[src/rtl/video_anim_ctrl_if.sv]
// Host configuration write port for video_anim_ctrl.
//   cfg_valid : write request (host -> controller)
//   cfg_ready : one-entry write buffer empty (controller -> host)
//   cfg_addr  : 0 = speed A, 1 = speed B, 2 = ctrl {step, run}, 3 = zero angles
//   cfg_data  : write data, ANG_W bits
interface video_anim_ctrl_if #(
  parameter int unsigned ANG_W = 8
);
  logic             cfg_valid;
  logic             cfg_ready;
  logic [1:0]       cfg_addr;
  logic [ANG_W-1:0] cfg_data;

  modport master (
    output cfg_valid,
    output cfg_addr,
    output cfg_data,
    input  cfg_ready
  );

  modport slave (
    input  cfg_valid,
    input  cfg_addr,
    input  cfg_data,
    output cfg_ready
  );
endinterface

[src/rtl/video_anim_ctrl.sv]
// Frame-synchronous animation controller. Tracks frame events (rising vblank)
// and owns the rotation angles A/B. Host writes are staged through a one-entry
// buffer into shadow registers and only affect the angles at frame events.
// Ports:
//   clk_i, rst_ni     pixel clock, synchronous active-low reset
//   cen_i             clock enable for all state
//   vh_blank_i        [1] vblank, [0] hblank (hblank not needed here)
//   cfg               configuration write port (slave side)
//   angle_a_o/_b_o    committed angles
//   frame_cnt_o       frames seen since reset
//   frame_tick_o      high for the cen cycle after a frame event
//   state_o           0 = STOP, 1 = RUN, 2 = STEP
module video_anim_ctrl #(
  parameter int unsigned ANG_W     = 8,
  parameter int unsigned FRM_W     = 16,
  parameter int unsigned SPD_A_RST = 2,
  parameter int unsigned SPD_B_RST = 1,
  parameter bit          RUN_RST   = 1'b1
) (
  input  logic              clk_i,
  input  logic              rst_ni,
  input  logic              cen_i,
  input  logic [1:0]        vh_blank_i,
  video_anim_ctrl_if.slave  cfg,
  output logic [ANG_W-1:0]  angle_a_o,
  output logic [ANG_W-1:0]  angle_b_o,
  output logic [FRM_W-1:0]  frame_cnt_o,
  output logic              frame_tick_o,
  output logic [1:0]        state_o
);

  typedef enum logic [1:0] {StStop = 2'd0, StRun = 2'd1, StStep = 2'd2} state_e;

  state_e           r_state;
  logic [ANG_W-1:0] r_angle_a, r_angle_b;
  logic [FRM_W-1:0] r_frame_cnt;
  logic             r_tick;
  logic             r_vblank_prev;
  logic             r_buf_full;
  logic [1:0]       r_buf_addr;
  logic [ANG_W-1:0] r_buf_data;
  logic [ANG_W-1:0] r_spd_a, r_spd_b;
  logic             r_run_sh, r_step_sh, r_zero_sh;

  logic w_fe;
  logic w_accept;
  logic w_unused_hblank;

  assign w_unused_hblank = vh_blank_i[0];

  assign w_fe      = cen_i & vh_blank_i[1] & ~r_vblank_prev;
  assign w_accept  = cfg.cfg_valid & ~r_buf_full & cen_i;
  assign cfg.cfg_ready = ~r_buf_full;

  assign angle_a_o    = r_angle_a;
  assign angle_b_o    = r_angle_b;
  assign frame_cnt_o  = r_frame_cnt;
  assign frame_tick_o = r_tick;
  assign state_o      = r_state;

  always_ff @(posedge clk_i) begin
    if (!rst_ni) begin
      r_state       <= StStop;
      r_angle_a     <= '0;
      r_angle_b     <= '0;
      r_frame_cnt   <= '0;
      r_tick        <= 1'b0;
      // Starts high so a vblank already asserted at release is not a frame event.
      r_vblank_prev <= 1'b1;
      r_buf_full    <= 1'b0;
      r_buf_addr    <= '0;
      r_buf_data    <= '0;
      r_spd_a       <= ANG_W'(SPD_A_RST);
      r_spd_b       <= ANG_W'(SPD_B_RST);
      r_run_sh      <= RUN_RST;
      r_step_sh     <= 1'b0;
      r_zero_sh     <= 1'b0;
    end else if (cen_i) begin
      r_vblank_prev <= vh_blank_i[1];
      r_tick        <= w_fe;

      // Frame event: everything below sees pre-event state and shadows.
      if (w_fe) begin
        r_frame_cnt <= r_frame_cnt + FRM_W'(1);
        if (r_zero_sh) begin
          r_angle_a <= '0;
          r_angle_b <= '0;
          r_zero_sh <= 1'b0;
        end else if (r_state != StStop) begin
          r_angle_a <= r_angle_a + r_spd_a;
          r_angle_b <= r_angle_b + r_spd_b;
        end
        unique case (r_state)
          StStop: begin
            if (r_run_sh) begin
              r_state <= StRun;
            end else if (r_step_sh) begin
              r_state   <= StStep;
              r_step_sh <= 1'b0;
            end
          end
          StRun:   if (!r_run_sh) r_state <= StStop;
          StStep:  r_state <= StStop;
          default: r_state <= StStop;
        endcase
      end

      // Drain is held off during a frame event, so it never races the
      // event's own shadow updates (step/zero clears).
      if (r_buf_full && !w_fe) begin
        r_buf_full <= 1'b0;
        unique case (r_buf_addr)
          2'd0: r_spd_a <= r_buf_data;
          2'd1: r_spd_b <= r_buf_data;
          2'd2: begin
            r_run_sh  <= r_buf_data[0];
            r_step_sh <= r_buf_data[1];
          end
          default: r_zero_sh <= 1'b1;
        endcase
      end else if (w_accept) begin
        r_buf_full <= 1'b1;
        r_buf_addr <= cfg.cfg_addr;
        r_buf_data <= cfg.cfg_data;
      end
    end
  end

endmodule

[src/flat_wrapper.sv]
// flat-port wrapper written by rule: the top's interface ports become plain ports
module video_anim_ctrl_flat 
#(
  parameter int unsigned ANG_W     = 8,
  parameter int unsigned FRM_W     = 16,
  parameter int unsigned SPD_A_RST = 2,
  parameter int unsigned SPD_B_RST = 1,
  parameter bit          RUN_RST   = 1'b1
)
  (clk_i, rst_ni, cen_i, vh_blank_i, angle_a_o, angle_b_o, frame_cnt_o, frame_tick_o, state_o, cfg_cfg_valid, cfg_cfg_addr, cfg_cfg_data, cfg_cfg_ready);
  video_anim_ctrl_if #(.ANG_W(ANG_W)) cfg_i ();
  input  logic clk_i;
  input  logic rst_ni;
  input  logic cen_i;
  input  logic [1:0] vh_blank_i;
  output logic [ANG_W-1:0] angle_a_o;
  output logic [ANG_W-1:0] angle_b_o;
  output logic [FRM_W-1:0] frame_cnt_o;
  output logic frame_tick_o;
  output logic [1:0] state_o;
  input wire logic [$bits(cfg_i.cfg_valid)-1:0] cfg_cfg_valid;
  input wire logic [$bits(cfg_i.cfg_addr)-1:0] cfg_cfg_addr;
  input wire logic [$bits(cfg_i.cfg_data)-1:0] cfg_cfg_data;
  output wire logic [$bits(cfg_i.cfg_ready)-1:0] cfg_cfg_ready;
  assign cfg_i.cfg_valid = cfg_cfg_valid;
  assign cfg_i.cfg_addr = cfg_cfg_addr;
  assign cfg_i.cfg_data = cfg_cfg_data;
  assign cfg_cfg_ready = cfg_i.cfg_ready;
  video_anim_ctrl #(.ANG_W(ANG_W), .FRM_W(FRM_W), .SPD_A_RST(SPD_A_RST), .SPD_B_RST(SPD_B_RST), .RUN_RST(RUN_RST)) u_core (.clk_i(clk_i), .rst_ni(rst_ni), .cen_i(cen_i), .vh_blank_i(vh_blank_i), .cfg(cfg_i), .angle_a_o(angle_a_o), .angle_b_o(angle_b_o), .frame_cnt_o(frame_cnt_o), .frame_tick_o(frame_tick_o), .state_o(state_o));
endmodule
[config.mk]
export PLATFORM = sky130hd
export DESIGN_NAME = video_anim_ctrl_flat
export DESIGN_NICKNAME = d
export VERILOG_FILES = /design/src/rtl/video_anim_ctrl_if.sv /design/src/rtl/video_anim_ctrl.sv /design/src/flat_wrapper.sv
export SDC_FILE = /design/constraint.sdc
export NUM_CORES = 1
export LEC_CHECK = 0
export BUFFER_PORTS_ARGS = -buffer_cell sky130_fd_sc_hd__clkbuf_2
export CORE_MARGIN = 5
export CORE_UTILIZATION = 30
export CTS_CLUSTER_SIZE = 40
export DETAILED_ROUTE_END_ITERATION = 10
export HOLD_SLACK_MARGIN = 0.05
export PLACE_DENSITY_LB_ADDON = 0.25
export SETUP_SLACK_MARGIN = 0.02
export SLEW_MARGIN = 20
export SYNTH_ARGS = -nofsm -noshare
export SYNTH_HDL_FRONTEND = slang
export SYNTH_SLANG_ARGS = --single-unit
[constraint.sdc]
create_clock -name clk_i -period 1.7 [get_ports clk_i]
set_clock_uncertainty 0.05 [all_clocks]
set_input_delay 0.255 -clock clk_i [delete_from_list [all_inputs] [get_ports clk_i]]
set_output_delay 0.255 -clock clk_i [all_outputs]
set_load 0.005 [all_outputs]
* Word level (Yosys, flattened, before mapping)
Cells that the tools add are included.
** Word-level totals
- Register bits :: 66
- Latch bits :: 0
- RAM bits :: 0
- Bits in read-only memories :: 0
- Output and inout port bits :: 36
- Word-level logic and storage cells :: 63
- Memories :: 0
** Cells by class
- Add/subtract/negate cells :: 3
- Multipliers :: 0
- Div/mod/pow operators :: 0
- Magnitude comparators :: 0
- Equality and inequality tests :: 5
- Shift-type cells :: 0
- Mux-type cells :: 18
- Bitwise logic cells :: 7
- Reductions and logical operators :: 16
** Operators by type and width (number)
- 2-to-1 mux 8 bit :: 4
- adder 16 x 1 -> 16 bit (second input constant) :: 1
- adder 8 bit :: 2
- AND reduction 3 bit :: 5
- 2-to-1 mux 1 bit :: 10
- 2-to-1 mux 2 bit :: 3
- nonzero test 2 bit :: 3
- bitwise AND 1 bit :: 4
- == test 2 x 1 -> 1 bit (second input constant) :: 2
- zero test 2 bit :: 2
- one-hot mux 2 bit (2 select lines) :: 1
- AND reduction 2 bit :: 2
- AND reduction 4 bit :: 1
- inequality test 3 x 1 -> 1 bit (second input constant) :: 1
- inverter 1 bit :: 3
- OR reduction 3 bit :: 1
- == test 2 bit (second input constant) :: 1
- inequality test 2 bit (second input constant) :: 1
- logical AND 1 bit :: 1
- zero test 1 bit :: 1

* Longest topological paths before layout
- Word-level depth :: 6
- Depth in mapped cells :: 8
- Gate-level depth less buffers :: 7

* Worst setup path after synthesis
OpenSTA, ideal clock, no wires.
- Path type :: register to register
- From :: register u_core.r_angle_a[0], in the netlist u_core.angle_a_o[0]
- To :: register u_core.r_angle_a[6], in the netlist u_core.angle_a_o[6]
- Data arrival time :: 1.760 ns
- Data required time :: 1.533 ns
- Setup slack :: -0.228 ns
- Stages on the path, launching flop included :: 8
- Path buffers :: 0
- Clock period less this slack :: 1.928 ns
- Cells stage by stage :: dfxtp_1 > ha_1 > fa_1 > a21o_1 > a21oi_1 > o21ai_0 > xor2_1 > a32o_1
** On the way
- Word-level cells in the longest chain between the ends :: 3
** Ends and longest elaborated chain
- start: declaration :: RTL line video_anim_ctrl.sv:35 : logic [ANG_W-1:0] r_angle_a, r_angle_b;
- start signal: assignment :: RTL line video_anim_ctrl.sv:90 : r_angle_a <= r_angle_a + r_spd_a;
- adder 8 bit :: RTL line video_anim_ctrl.sv:90
- 2-to-1 mux 8 bit :: RTL line video_anim_ctrl.sv:89 : end else if (r_state != StStop) begin
- 2-to-1 mux 8 bit :: RTL line video_anim_ctrl.sv:85 : if (r_zero_sh) begin
Every way passes these cells. The select of a mux whose other input is x is not followed.
A chain may end at the register's enable or synchronous reset.

* Worst setup path in the final report
- From :: register u_core.r_spd_b[0]
- To :: register u_core.r_angle_b[4], in the netlist u_core.angle_b_o[4]
** On the way
- Word-level cells in the longest chain between the ends :: 3
** Ends and longest elaborated chain
- start: declaration :: RTL line video_anim_ctrl.sv:42 : logic [ANG_W-1:0] r_spd_a, r_spd_b;
- start signal: assignment :: RTL line video_anim_ctrl.sv:74 : r_spd_b <= ANG_W'(SPD_B_RST);
- start signal: assignment :: RTL line video_anim_ctrl.sv:114 : 2'd1: r_spd_b <= r_buf_data;
- adder 8 bit :: RTL line video_anim_ctrl.sv:91 : r_angle_b <= r_angle_b + r_spd_b;
- 2-to-1 mux 8 bit :: RTL line video_anim_ctrl.sv:89
- 2-to-1 mux 8 bit :: RTL line video_anim_ctrl.sv:85
- end signal: assignment :: RTL line video_anim_ctrl.sv:91
- end: declaration :: RTL line video_anim_ctrl.sv:35
Every way passes these cells. The select of a mux whose other input is x is not followed.

==> impl_results.md <==
- Result of the run: finished, violations left
- Violations in the final reports: negative setup slack
- Number of core rows: 38
- RD Place Congestion: 0.760
- Cell type group with the largest total delay on the critical path: adder cells
- Cell area power density: 650 nW/um^2
- Slew margin rel.: 72.5%
- Critical path depth: 8
- Seq cells post-synth: 66
- Clock Tree Buf Depth: 2
- Clock Sinks: 66
- CTS tree: built
- Clock H-tree levels: 3
- Number of synthesized flops with an enable pin: 0
- Fraction of final layout cells with drive strength greater than 1: 34.8%
- Latest clock arrival within the worst-skew pair: 0.35 ns
- Post-synthesis net count: 383
- Prevailing post-synth register cell: dfxtp_1
- Wire length of the first global-routing pass: 13,300 um
- Die ar.: 13,300 sq um
- Clk root buf: clkbuf_8
- Most frequent cell after synthesis: dfxtp_1
- Count of synthesis-stage warnings from yosys: 0
- Cell variety after synth: 52
- Area growth syn-to-layout: 34.6%
- Initial core utilization: 30.6%
- Placed wire-length estimate: 5840 um
- Required time worst endpoint: 1.94 ns
- Overall power consumption: 2.90 mW
- Commonest cells in the synthesized netlist: dfxtp_1, nor2b_1, nand2_1
- Syn Inst Count: 350
- Tot GR Track Use: 12.7%
- Arrival time at the worst endpoint: 1.98 ns
- Max stage delay cell, worst path: dfxtp_2
- Post-route clock period utilization: 103%
- Max FO, Critical Path: 2
- First-pass iteration count of the detailed router: 4
- Nature of the critical path startpoint: register
- Setup CP Type: register to register
- Unrepaired setup endpoints after global routing: yes
- Number of nets in the final layout: 479
- Synth top area cells: dfxtp_1, mux2i_1, nor2b_1
- CP Launch Point: u_core.r_spd_b[0]
- Measured slew at the worst slew-check pin: 0.409 ns
- Count of port buffers added during placement: 50
- Max-capacitance violation count: 0
- Top Ports: 52
- Combined buffer and inverter count along the critical path: 1
- Total wire length after detailed routing: 8060 um
- Vias in the first global route: 2,738
- Antenna violations before repair: 0
- Worst reg2reg startpoint: u_core.r_spd_b[0]
- FFs w/ async S/R, synth: 0%
- Width of the chip: 115 um
- Total number of vias: 2,817
- Count of routing violations after the opening detailed-route iteration: 113
- Static leakage: 1.84 nW
- Vias per std cell: 4.77
- Crit path capture: u_core.angle_b_o[4]
- Register-to-Register Setup Slack: -0.05 ns
- Min Clock Period, post-route: 1.75 ns
- Final Setup Violations: 5
- Endpoint type of the worst setup path: register
- Worst reg2reg path endpoint: u_core.angle_b_o[4]
- Routed wirelength normalized by instance count: 13.6 um
- ANT nets after route: 0
- Final setup slack of the worst path: -0.0460 ns
- Clock transition at the registers of the reported paths: 0.07 ns
- Count of final max-slew check failures: 0
- CP cell instances: ha_4 -> fa_2 -> a21o_1 -> a21oi_2 -> buf_4 -> xnor2_1 -> a22oi_1 -> nor2b_1
- Synth Area per Inst: 9.48 sq um
- Top cell type's share of synthesized area: 39.8%
- Max VDD drop: 0.303 mV
- Total clock buffers created by CTS: 9
- Die Span Y: 115 um
- Final Instance Area: 4470 sq um
- Worst reg2reg path depth: 8
- Total cell area at the placement stage: 4130 sq um
- Hold Fails Final Rpt: 0
- Total core area: 10,800 sq um
- Library cell with the largest summed area after synthesis: dfxtp_1
- Highest cell delay on the worst timing path: 0.34 ns
- Pin count of the biggest net entering global routing: 31
- Number of buffers inserted by hold repair at cts: 0
- Path class of the lowest-slack min-delay path: input port to register
- Netlist Area Pre-Place: 3320 sq um
- Total gr overflow: 0
- Sequential-to-total area share from yosys stat: 39.8%
- Final antenna diode count: 0
- Maximum achievable frequency: 573 MHz
- Number of remaining DRC errors: 0
- Core occupancy in the finished layout: 41.2%
## worst min-delay path by stage
stage                   startpoint              endpoint  slack (ns)  depth (start not counted)
6_report           cfg_cfg_addr[1]  u_core.r_buf_addr[1]        0.10                          3
5_1_grt            cfg_cfg_data[5]  u_core.r_buf_data[5]        0.11                          3
4_1_cts            cfg_cfg_addr[1]  u_core.r_buf_addr[1]        0.09                          3
3_5_place_dp   u_core.frame_tick_o   u_core.frame_tick_o        0.43                          2
3_3_place_gp   u_core.frame_tick_o   u_core.frame_tick_o        0.42                          2
2_1_floorplan        vh_blank_i[1]  u_core.r_vblank_prev        0.33                          2
## through the flow
stage | setup TNS (ns) | hold slack (ns) | setup slack (ns) | std cells
after floorplan | -0.0357 | 0.333 | -0.0283 | 350
after global placement | -0.231 | 0.416 | -0.0841 | 572
after detailed placement | -0.325 | 0.427 | -0.100 | 572
after CTS | -0.219 | 0.0891 | -0.0684 | 590
after global routing | -0.770 | 0.108 | -0.123 | 591
final | -0.160 | 0.105 | -0.0460 | 591
## kinds of logic after synthesis
group | share of synthesized area (%)
simple gates | 24.4
flops | 39.8
compound gates | 12.1
mux | 8.45
buf+inv | 3.28
xor+xnor | 5.02
fa+ha+maj | 6.87
## placed cells by master, fill, tap and decap left out, types with 8 or more instances in the layout
cell,n
dfxtp_1,54
nand3_1,11
and2_1,13
ha_4,8
mux2i_1,28
clkbuf_8,10
buf_4,48
dfxtp_2,10
nor2b_1,34
xnor2_1,11
clkbuf_2,50
nor2_1,9
nand2_1,30
nor3_1,8
a21boi_0,12
## flip-flops by register name (all words and copies together), names as in the netlist
name / flops
u_core.angle_a_o: 8
u_core.angle_b_o: 8
u_core.frame_cnt_o: 16
u_core.frame_tick_o: 1
u_core.r_buf_addr: 2
u_core.r_buf_data: 8
u_core.r_buf_full: 1
u_core.r_run_sh: 1
u_core.r_spd_a: 8
u_core.r_spd_b: 8
u_core.r_step_sh: 1
u_core.r_vblank_prev: 1
u_core.r_zero_sh: 1
u_core.state_o: 2
## power breakdown
part / internal (mW) / leakage, nW / switching (mW)
Combinational: 0.0767 / 1.22 / 0.0698
Sequential: 1.56 / 0.539 / 0.0212
Clock: 0.564 / 0.0872 / 0.609
Total: 2.20 / 1.84 / 0.700
## tightest hold or removal path, delay by kind of cell
kind | cells | cell delay [ns]
buf+inv | 1 | 0.07
mux | 1 | 0.05
simple gates | 1 | 0.09
## timing repair
action | CTS | global route
gates resized for setup | 11 | 18
setup endpoints to repair | 10 | 12
setup buffers | 2 | 1
gates cloned | 0 | 0
pin swaps | 8 | 8
## area by class of cell
type	instances	area, sq um
Inverter	7	26.3
Timing Repair Buffer	101	653
Tap cell	140	175
Sequential cell	66	1340
Clock buffer	13	149
Fill cell	1086	6370
Clock inverter	3	15.0
Multi-Input combinational cell	261	2110
## per-layer routing
metal  GRT usage, %  routed length (um)  share of wire, %  vias up
li1               -                   -                 -     1435
met3           2.95                 277               3.4       10
met5              0                   0                 0        -
met1           16.4                3900                48     1330
met2           20.2                3730                46       42
met4           5.87                 153               1.9        0
(Power assumes the default switching activity.)
